`config.mk`:
```
export PLATFORM = sky130hd
export DESIGN_NAME = fetch_unit
export DESIGN_NICKNAME = d
export VERILOG_FILES = /design/src/rtl/spork_pkg.sv /design/src/rtl/fetch_next_pc.sv /design/src/rtl/fetch_unit.sv
export SDC_FILE = /design/constraint.sdc
export NUM_CORES = 1
export LEC_CHECK = 0
export ABC_AREA = 1
export CAP_MARGIN = 20
export CORE_AREA = 3 3 109 111
export CTS_CLUSTER_DIAMETER = 200
export DETAILED_ROUTE_END_ITERATION = 7
export DIE_AREA = 0 0 112 114
export HOLD_SLACK_MARGIN = 0.15
export PLACE_DENSITY = 0.51
export REMOVE_ABC_BUFFERS = 1
export SKIP_LAST_GASP = 1
export SLEW_MARGIN = 5
export SYNTH_ARGS = -nofsm -noshare
export SYNTH_HDL_FRONTEND = slang
export SYNTH_SLANG_ARGS = --single-unit
```
`constraint.sdc`:
```
create_clock -name Clk -period 3.2 [get_ports Clk]
set_input_delay 0.64 -clock Clk [delete_from_list [all_inputs] [get_ports Clk]]
set_output_delay 0.64 -clock Clk [all_outputs]
set_load 0.005 [all_outputs]
```
`src/rtl/spork_pkg.sv`:
```
// spork_pkg: shared widths, types and fetch FSM states for the SPORK core
package spork_pkg;
  localparam int PC_W = 16;
  localparam int INST_W = 9;
  typedef logic [PC_W-1:0] pc_t;
  typedef logic [INST_W-1:0] inst_t;
  typedef enum logic [1:0] {IDLE, RUN, HALT} fetch_state_t;
endpackage

```
`src/rtl/fetch_next_pc.sv`:
```
// fetch_next_pc: next-PC priority mux (hold > jump > branch > increment) with branch adder
// ports: pc/inst_pc/jump_target/branch_offset in, hold/jump/branch selects in, next_pc out
module fetch_next_pc import spork_pkg::*; #(
  parameter int OFF_W = 8
) (
  input  logic [PC_W-1:0]  pc,
  input  logic [PC_W-1:0]  inst_pc,
  input  logic [PC_W-1:0]  jump_target,
  input  logic [OFF_W-1:0] branch_offset,
  input  logic             hold,
  input  logic             jump,
  input  logic             branch,
  output logic [PC_W-1:0]  next_pc
);
  always_comb next_pc = hold ? pc : jump ? jump_target : branch ? inst_pc + {{(PC_W-OFF_W){branch_offset[OFF_W-1]}}, branch_offset} : pc + 1'b1;
endmodule

```
`src/rtl/fetch_unit.sv`:
```
// fetch_unit: SPORK PC and fetch stage feeding instROM, with F/D pipeline register and IDLE/RUN/HALT control
// ports: Clk, Reset_n (async, active-low); Start/Stall/Halt/BranchTaken/BranchOffset/JumpEn/JumpTarget control in;
//        InstAddress to ROM, InstIn from ROM; InstOut/InstPC/InstValid to decoder; Halted status
// FETCH_PERF_CNT_EN adds FetchCount, a saturating count of valid unstalled cycles
module fetch_unit import spork_pkg::*; #(
  parameter int              OFF_W      = 8,
  parameter logic [PC_W-1:0] START_ADDR = '0
) (
  input  logic              Clk,
  input  logic              Reset_n,
  input  logic              Start,
  input  logic              Stall,
  input  logic              Halt,
  input  logic              BranchTaken,
  input  logic [OFF_W-1:0]  BranchOffset,
  input  logic              JumpEn,
  input  logic [PC_W-1:0]   JumpTarget,
  output logic [PC_W-1:0]   InstAddress,
  input  logic [INST_W-1:0] InstIn,
  output logic [INST_W-1:0] InstOut,
  output logic [PC_W-1:0]   InstPC,
  output logic              InstValid,
  output logic              Halted
`ifdef FETCH_PERF_CNT_EN
  , output logic [31:0]     FetchCount
`endif
);
  fetch_state_t state, state_nx;
  logic [PC_W-1:0] pc, pc_nx;
  logic halt_v, redir;
  // control inputs only apply to a live instruction in D
  assign halt_v = Halt & InstValid;
  assign redir = InstValid & (JumpEn | BranchTaken);
  assign InstAddress = pc;
  assign Halted = state == HALT;
  fetch_next_pc #(.OFF_W(OFF_W)) u_next (
    .pc(pc),
    .inst_pc(InstPC),
    .jump_target(JumpTarget),
    .branch_offset(BranchOffset),
    .hold(halt_v | Stall),
    .jump(InstValid & JumpEn),
    .branch(InstValid & BranchTaken),
    .next_pc(pc_nx)
  );
  always_comb begin
    state_nx = state;
    state_nx = state != RUN ? (Start ? RUN : state) : (halt_v ? HALT : RUN);
  end
  always_ff @(posedge Clk or negedge Reset_n)
    if (!Reset_n) state <= IDLE;
    else state <= state_nx;
  always_ff @(posedge Clk or negedge Reset_n)
    if (!Reset_n) begin
      pc <= START_ADDR;
      InstOut <= '0;
      InstPC <= '0;
      InstValid <= 1'b0;
    end else if (state != RUN) begin
      if (Start) begin
        pc <= START_ADDR;
        InstValid <= 1'b0;
      end
    end else if (halt_v) begin
      InstValid <= 1'b0;
    end else if (!Stall) begin
      pc <= pc_nx;
      InstOut <= InstIn;
      InstPC <= pc;
      // the instruction fetched alongside a redirect is on the wrong path
      InstValid <= !redir;
    end
`ifdef FETCH_PERF_CNT_EN
  always_ff @(posedge Clk or negedge Reset_n)
    if (!Reset_n) FetchCount <= '0;
    else if (Start) FetchCount <= '0;
    else if (InstValid && !Stall && !(&FetchCount)) FetchCount <= FetchCount + 1'b1;
`endif
endmodule

```
; ---- Word-level counts from Yosys, hierarchy flattened
; Cells that the tools add are included.
; Widths: inputs -> output; s select.
[word_totals]
register_bits = 44
in_bits = 40
word_cells = 41
output_inout_bits = 43
[op_classes]
n_mux = 14
bitwise = 9
eq_ne = 7
n_addsub = 2
reduce_logical = 4
[op_table]
columns = op, count
row1 = $mux 16, 7
row2 = $add 16x1->16 const B, 1
row3 = $add 16x16->16, 1
row4 = $mux 2, 3
row5 = $ne 2x1->1 const B, 3
row6 = $and 1x1->1, 4
row7 = $mux 1, 4
row8 = $ne 2x2->1 const B, 2
row9 = $reduce_and 4->1, 1
row10 = $ne 3x1->1 const B, 1
row11 = $not 1->1, 3
row12 = $reduce_and 3->1, 1
row13 = $eq 2x2->1 const B, 1
row14 = $or 1x1->1, 2
row15 = $reduce_and 2->1, 1
row16 = $logic_not 1->1, 1

; ---- Depth between registers and ports, before layout
; Gate-level depths: netlist (run 1).
[logic_depth]
ltp_word = 7
ltp_mapped = 14
ltp_nobuf = 14

; ---- Cells and area by module
; Synthesis (run 1) repeated with hierarchy kept, for this count alone.
[hier_totals]
hier_cells = 547
hier_area_um2 = 3543.4
[modules_own_cells]
columns = mod, seq_area_each_um2, instances, area_per_inst_um2, cells_each
row1 = fetch_unit, 1101.1, 1, 1838.0, 202
row2 = fetch_next_pc, 0.0, 1, 1705.4, 345

; ---- Worst setup path before layout (run 1)
; Ideal clock, no wire load.
[synth_path]
kind = in2reg
startpoint = in BranchOffset[0]
endpoint = reg pc[14] (netlist: InstAddress[14])
t_arrival_ns = 1.900
setup_time_ns = 0.116
cell_stages = 13
n_path_buf = 0
setup_slack_ns = 1.184
required_ns = 3.084
path_cell_list = ha_1 > inv_1 > fa_1 > nor2_1 > nor2_1 > o21ai_1 > nand2_1 > nand2_1 > nand2_1 > nand3_1 > nand2_1 > nand2_1 > nand2_1
[synth_via]
elab_chain_len = 7
[synth_rtl]
columns = item, line
row1 = start: declaration, fetch_unit.sv:15  ; input logic [OFF_W-1:0] BranchOffset,
row2 = $add 16x16->16, fetch_next_pc.sv:15  ; always_comb next_pc = hold ? pc : jump ? jump_target : branch ? inst_pc + {{(PC_W-OFF_W){branch_offset[OFF_W-1 ...
row3 = $mux 16 (3 in a row), fetch_next_pc.sv:15
row4 = $mux 16, fetch_unit.sv:66  ; end else if (!Stall) begin
row5 = $mux 16, fetch_unit.sv:64  ; end else if (halt_v) begin
row6 = $mux 16, fetch_unit.sv:59  ; end else if (state != RUN) begin
row7 = end signal: assignment, fetch_unit.sv:67  ; pc <= pc_nx;
row8 = end: declaration, fetch_unit.sv:29  ; logic [PC_W-1:0] pc, pc_nx;
; No other way between the ends. The select of a mux whose other input is x is not followed.
; A chain may end at the register's enable or synchronous reset.

; ---- Final worst setup path (run 1)
[layout_path]
startpoint = in BranchOffset[7]
endpoint = reg pc[10] (netlist: InstAddress[10])
; Same word-level chain as after synthesis.

==> summary.txt, run 1 <==
Timing
  • Final setup violation count: 0
  • Final hold vios: 0
  • Worst clock skew: 0.006106 ns
  • Fmax: 390.5 MHz
  • Max-slew violations: 0
  • Least-Margin Pin Slew: 0.4895 ns
  • Post-layout min period: 2.561 ns
  • Final period utilization: 80.02%
  • Max-Slew Margin vs Limit: 67.37%
  • Setup TNS: 0 ns
  • RSZ-0062 raised after global routing: false

Status
  • Status: completed

Power
  • Leak: 2.239 nW
  • PwrDens: 774.5 mW/mm2
  • Peak VDD IR: 0.4497 mV

Worst hold path
  • Min-Delay Path Class: in2async

Drt
  • Via count: 3,352
  • 1st-iter DRT viols: 207
  • DRC violations left: 0
  • WL met1: 4.663 mm
  • Overall routed net length: 9.991 mm
  • Top sig layer: met4
  • ANT nets after route: 0
  • Routed wl met2: 4.710 mm
  • DRT Pass-1 Iters: 5
  • Vias/cell: 4.604
  • Routed WL per cell: 13.72 um
  • Routed wl met3: 475 um

GRT
  • First-pass GRT wire length: 16.87 mm
  • Largest net degree at the start of global routing: 50
  • Global Route Usage Sum: 16.19%
  • Total grt overflow: 0
  • Initial antenna violation count: 0
  • Vias in the first global route: 3,281

Clocking
  • TritonCTS clock tree: built
  • Post-CTS setup buffers: 0
  • Worst-path clk slew: 0.09 ns
  • CTS H-tree depth: 2
  • Clk root buf: clkbuf_8
  • Clock tree sinks: 44
  • Worst-Skew Late Latency: 0.30 ns
  • Post-CTS Hold Buffers: 0
  • Post-cts resize count: 0
  • Clk buf depth: 2
  • Inserted Clock Buffers: 5

Logic synthesis
  • Mux contribution to synthesized area: 0%
  • #FFs+latches synth: 44
  • Syn Area/Cell: 6.472 um2
  • Post-Synth Adder-Cell Area: 6.738%
  • Mapped Area: 0.003268 mm2
  • Complex-gate fraction of the synthesized area: 10.41%
  • Largest family of logic cells by synthesized area: simple AND/OR/NAND/NOR gates
  • Post-Synth Simple-Gate Area: 37.25%
  • Synth Instances: 505
  • Ys Warns: 0
  • Seq/Total Area, Yosys: 33.69%
  • XOR/XNOR Fraction of Synth Area: 2.144%
  • Netlist cell types: 32

Critical path
  • CP max FO: 9
  • CP Cell Sequence: clkdlybuf4s50_1 -> ha_1 -> nand2_1 -> nor2_1 -> nand3_1 -> nand4_1 -> nand3_1 -> nand2_1 -> nand2_1 -> nand2_1 -> o21ai_0
  • Critical R2R Launch: InstPC[0]
  • Critical Path Start: BranchOffset[7]
  • Required @ worst endpoint: 3.39 ns
  • Crit path launch type: primary input
  • Worst path buffer plus inverter count: 1
  • Reg2reg path depth: 13
  • Worst setup EP type: flop
  • Setup Crit Path Kind: in2reg
  • Cell mode on critical path: nand2_1
  • WP data arrival: 2.75 ns
  • Reg2reg end: InstAddress[14]
  • Cell family with most CP delay: simple AND/OR/NAND/NOR gates
  • R2R setup slack: 1.15 ns
  • Slowest CP cell: clkdlybuf4s50_1
  • Worst path max stage delay: 0.62 ns

Run
  • Max-cap violation count: 0

Placed design
  • Routability cong.: 0.7935
  • IO buf count: 82
  • DP Area: 0.004218 mm2
  • Dpl hpwl: 7.555 mm

Floorplanning
  • IO Count: 83
  • Starting Density: 30.02%
  • Die footprint: 0.01277 mm2
  • Die width: 112 um
  • Num rows: 38
  • Die Y: 114 um
  • Core Area: 0.01089 mm2

Layout
  • Layout cells sized above 1: 4.252%
  • Layout area overhead: 32.50%
  • Nets: 644
  • Filler cell count in the final layout: 1,162
  • Inserted Diodes: 0
  • Post-layout instance area: 0.004330 mm2
-- synth_stat cells --
library cell | number | area share (%)
nor3_2 | 1 | 0.31
nand3b_2 | 1 | 0.34
nand4_1 | 5 | 0.96
o22ai_1 | 5 | 0.96
nand3_2 | 1 | 0.31
buf_2 | 3 | 0.46
xor2_1 | 6 | 1.6
nor3_4 | 1 | 0.50
xnor2_1 | 2 | 0.54
a31oi_1 | 2 | 0.38
buf_6 | 2 | 0.69
inv_1 | 64 | 7.4
or2_0 | 1 | 0.19
fa_1 | 1 | 0.61
dfrtp_1 | 44 | 34
o21ai_0 | 33 | 5.1
inv_2 | 4 | 0.46
a21boi_0 | 1 | 0.23
ha_1 | 16 | 6.1
clkbuf_1 | 5 | 0.57
or2_2 | 2 | 0.38
nor3_1 | 5 | 0.77
buf_4 | 1 | 0.23
o211ai_1 | 3 | 0.69
nor2_1 | 43 | 4.9
and2_1 | 2 | 0.38
nor2_2 | 1 | 0.19
a21oi_4 | 1 | 0.50
a21oi_1 | 16 | 2.5
nand3_1 | 35 | 5.4
nand2_1 | 197 | 23
o21ai_1 | 1 | 0.15
-- logic make-up (layout without fill, tap and decap cells) --
group / count (synthesis) / after routing
AO/OA/AOI/OAI: 62 / 62
AND/OR/NAND/NOR: 295 / 295
XOR/XNOR: 8 / 8
flip-flops: 44 / 44
adder cells (fa/ha/maj): 17 / 17
buffers and inverters: 79 / 162
-- area by class of cell --
| class | instances | area [um2] | area share, % |
|---|---|---|---|
| repair buffers | 86 | 858.3 | 19.82 |
| multi-input cells | 382 | 1848 | 42.68 |
| inverters | 68 | 255.2 | 5.894 |
| clock buffers | 6 | 82.58 | 1.907 |
| clock inverters | 2 | 10.01 | 0.2311 |
| flip-flops and latches | 44 | 1101 | 25.43 |
| well taps | 140 | 175.2 | 4.045 |
-- registers in the layout, summed over array words and instances (netlist names) --
register and flops:
InstPC 16, InstValid 1, InstAddress 16, InstOut 9, state 2
-- worst max-delay path by stage --
| stage | to | slack (ns) | depth (start not counted) |
|---|---|---|---|
| floorplan | InstAddress[3] | 1.10 | 6 |
| detailed placement | InstAddress[10] | 0.31 | 11 |
| global route | InstAddress[14] | 0.49 | 13 |
| finish | InstAddress[10] | 0.64 | 11 |
| CTS | InstAddress[10] | 0.63 | 11 |
| global placement | InstAddress[10] | 0.29 | 11 |
-- stage by stage --
step | hold WS (ns) | util [%] | setup slack [ns] | std cells | power (mW)
final | 0.2339 | 39.77 | 0.6393 | 728 | 3.354
after detailed placement | 0.4672 | 38.74 | 0.3053 | 719 | 3.005
after global placement | 0.4632 | 38.74 | 0.2877 | 719 | 2.994
after CTS | 0.4915 | 39.59 | 0.6313 | 727 | 3.400
after floorplan | 0.3444 | - | 1.101 | 494 | 2.113
after global routing | 0.2454 | 39.77 | 0.4875 | 728 | 3.723
-- routing by layer --
layer | vias to the layer above | global-route usage [%]
met5 | - | 0
met4 | 0 | 4.087
met3 | 10 | 2.599
met2 | 73 | 26.66
met1 | 1506 | 22.32
li1 | 1763 | -
-- placed cells by master, fill, tap and decap left out, drive strengths merged --
| master | instances |
|---|---|
| and2 | 2 |
| clkdlybuf4s50 | 81 |
| clkbuf | 6 |
| nand2 | 197 |
| nand3 | 36 |
| o22ai | 5 |
| dfrtp | 44 |
| o21ai | 34 |
| or2 | 3 |
| nand4 | 5 |
| fa | 1 |
| nand3b | 1 |
| buf | 5 |
| xor2 | 6 |
| clkinv | 2 |
| a21oi | 17 |
| o211ai | 3 |
| inv | 68 |
| nor2 | 44 |
| a31oi | 2 |
| a21boi | 1 |
| nor3 | 7 |
| ha | 16 |
| xnor2 | 2 |
-- power breakdown --
group | switching (mW) | internal [mW]
logic | 1.09 | 0.871
registers | 0.237 | 0.777
clock network | 0.205 | 0.173
Power figures use the tool's default switching activity.
==> inputs of run 2 (changes only) <==
PLACE_DENSITY = 0.53   (was 0.51)
clock period = 2.08 ns   (was 3.2 ns; I/O delays follow)
==> summary.txt, run 2 (synthesis gave the netlist of run 1 again) <==
Timing
  • Fmax: 504.9 MHz
  • RSZ-0062 raised after global routing: false
  • Least-Margin Pin Slew: 0.3644 ns (-0.1251 ns)
  • Final setup violation count: 0 (unchanged)
  • Max-Slew Margin vs Limit: 75.62% (+8.3 points)
  • Worst clock skew: 0.007725 ns (+0.001619 ns)
  • Final hold vios: 0 (unchanged)
  • Post-layout min period: 1.981 ns
  • Final setup margin: 0.09930 ns (-0.5400 ns)
  • Max-slew violations: 0 (unchanged)
  • Final period utilization: 95.23%

Critical path
  • Required @ worst endpoint: 2.28 ns (-1.11 ns)
  • Crit path launch type: primary input
  • CP max FO: 3 (-6)
  • Cell family with most CP delay: simple AND/OR/NAND/NOR gates
  • Critical R2R Launch: InstPC[0]
  • WP data arrival: 2.18 ns (-0.57 ns)
  • Reg2reg end: InstAddress[10]
  • CP Cell Sequence: clkdlybuf4s50_1 -> ha_1 -> or2_2 -> nand3_2 -> nand2_2 -> nand2_1 -> nand2_1 -> nand2_1 -> nand3_1 -> nand2_1 -> nand2_1 -> nand2_1 -> nand2_1
  • Setup Crit Path Kind: in2reg
  • Cell mode on critical path: nand2_1
  • Reg2reg path depth: 12 (-1)
  • Worst setup EP type: flop
  • Worst path buffer plus inverter count: 1 (unchanged)
  • Slowest CP cell: clkdlybuf4s50_1
  • Worst path max stage delay: 0.40 ns (-0.22 ns)
  • R2R setup slack: 0.15 ns (-1.00 ns)

Power
  • Switch share: 44.28% (-1.4 points)
  • Combinational share of power: 62.1% (+3.6 points)
  • Sequential cell fraction of total power: 27.6% (-2.6 points)
  • Final Total Pwr: 5.659 mW (+69%)
  • NetSw: 2.506 mW (+63%)
  • Leak: 2.447 nW (+9.3%)
  • Clock power share: 10.3% (-1.0 points)
  • Pint: 3.154 mW (+73%)
  • Peak VDD IR: 0.5301 mV (+18%)
  • PwrDens: 1191 mW/mm2 (+54%)

Clocking
  • Worst-path clk slew: 0.09 ns (about the same)
  • TritonCTS clock tree: built
  • Inserted Clock Buffers: 5 (unchanged)
  • Worst-Skew Late Latency: 0.30 ns (about the same)
  • Clk buf depth: 2 (unchanged)
  • Clock tree sinks: 44 (unchanged)
  • Clk root buf: clkbuf_8
  • CTS H-tree depth: 2 (unchanged)

Drt
  • 1st-iter DRT viols: 150 (-28%)
  • Overall routed net length: 10.30 mm (+3.1%)
  • ANT nets after route: 0 (unchanged)
  • DRT Pass-1 Iters: 4 (-1)
  • Vias/cell: 4.600 (-0.10%)
  • Routed WL per cell: 13.52 um (-1.5%)
  • Via count: 3,505 (+4.6%)
  • DRC violations left: 0 (unchanged)

Layout
  • Inserted Diodes: 0 (unchanged)
  • Most common cell after layout, fill and taps aside: nand2_1
  • Filler cell count in the final layout: 1,142 (-1.7%)
  • Sequential cell area: 0.001101 mm2 (unchanged)
  • Post-layout instance area: 0.004753 mm2 (+9.8%)
  • Area taken by multi-input logic gates: 0.001988 mm2 (+7.6%)
  • Layout area overhead: 45.44%
  • Layout cells sized above 1: 13.67% (+9.4 points)
  • Nets: 678 (+5.3%)
  • Commonest cells after routing, fill and taps aside: nand2_1 (192), clkdlybuf4s50_1 (78), inv_1 (63)

Placed design
  • Routability cong.: 0.9009 (+14%)
  • Dpl hpwl: 8.071 mm (+6.8%)
  • DP Area: 0.004476 mm2 (+6.1%)
  • Pre-CTS WS: -0.4149 ns (-0.7203 ns)
  • IO buf count: 82 (unchanged)

Floorplanning
  • Core Area: 0.01089 mm2 (unchanged)
  • Num rows: 38 (unchanged)
  • Die Y: 114 um (unchanged)
  • Die footprint: 0.01277 mm2 (unchanged)
  • IO Count: 83 (unchanged)
  • Die width: 112 um (unchanged)
  • Starting Density: 30.02% (unchanged)

GRT
  • Largest net degree at the start of global routing: 34 (-32%)
  • Total grt overflow: 0 (unchanged)
  • Global Route Usage Sum: 16.37% (+0.19 points)
  • Vias in the first global route: 3,544 (+8.0%)
  • First-pass GRT wire length: 17.10 mm (+1.4%)
  • Initial antenna violation count: 0 (unchanged)

Run
  • Max-cap violation count: 0 (unchanged)

Status
  • Status: completed

Worst hold path
  • Min-Delay Path Class: in2async
## run 2: layer usage
layer | track usage [%] | wire, um | up-vias
met1 | 22.35 | 4812 | 1579
met5 | 0 | 0 | -
met4 | 4.888 | 207 | 0
li1 | - | - | 1828
met3 | 2.281 | 558 | 18
met2 | 27.14 | 4724 | 80
## run 2: area by class of cell
| type | count | area share, % |
|---|---|---|
| clock inverters | 1 | 0.1579 |
| clock buffers | 7 | 1.816 |
| inverters | 68 | 5.370 |
| multi-input cells | 382 | 41.83 |
| flip-flops and latches | 44 | 23.16 |
| well taps | 140 | 3.685 |
| repair buffers | 120 | 23.98 |
## run 2: what timing repair did
item                                    in CTS  in global routing
endpoints found under the setup margin       7                 13
hold endpoints to repair                     7                  0
setup buffers                                0                  2
gates resized for setup                      8                 29
pin swaps                                    1                 13
cloned                                       0                  1
hold buffers                                 1                  0
## run 2: power by group through the flow
stage / logic, mW / clock network [mW] / registers (mW)
global route: 3.99 / 0.636 / 1.63
global placement: 3.34 / 0 / 1.56
floorplan: 1.74 / 0 / 1.51
detailed placement: 3.37 / 0 / 1.56
finish: 3.52 / 0.581 / 1.56
CTS: 3.42 / 0.599 / 1.55
## run 2: worst max path at each step
stage,from,to,slack (ns),cells past startpoint
detailed placement,BranchOffset[0],InstAddress[12],-0.41,14
finish,BranchOffset[2],InstAddress[9],0.1,13
global placement,BranchOffset[7],InstAddress[14],-0.37,13
global route,BranchOffset[2],InstAddress[11],0.007,13
floorplan,state[1],InstAddress[3],0.14,6
CTS,BranchOffset[7],InstAddress[13],0.002,15
## run 2: worst register-to-register path: cells and delay by family (launching register included)
family                     cells  cell delay (ns)
AOI/OAI and AO/OA              1             0.07
and+or+nand+nor                6             0.52
adders and majority gates      2             0.59
DFF                            1             0.39
buffers and inverters          3             0.24
## run 2: per-stage QoR
| stage | setup TNS (ns) | hold slack, ns | util (%) | instances |
|---|---|---|---|---|
| 6_report | 0 | 0.4848 | 43.66 | 762 |
| 5_1_grt | 0 | 0.5037 | 43.66 | 762 |
| 4_1_cts | 0 | 0.4863 | 42.23 | 759 |
| 3_5_place_dp | -4.512 | 0.2794 | 41.11 | 750 |
| 3_3_place_gp | -3.974 | 0.2815 | 41.11 | 750 |
| 2_1_floorplan | 0 | 0.1204 | - | 494 |
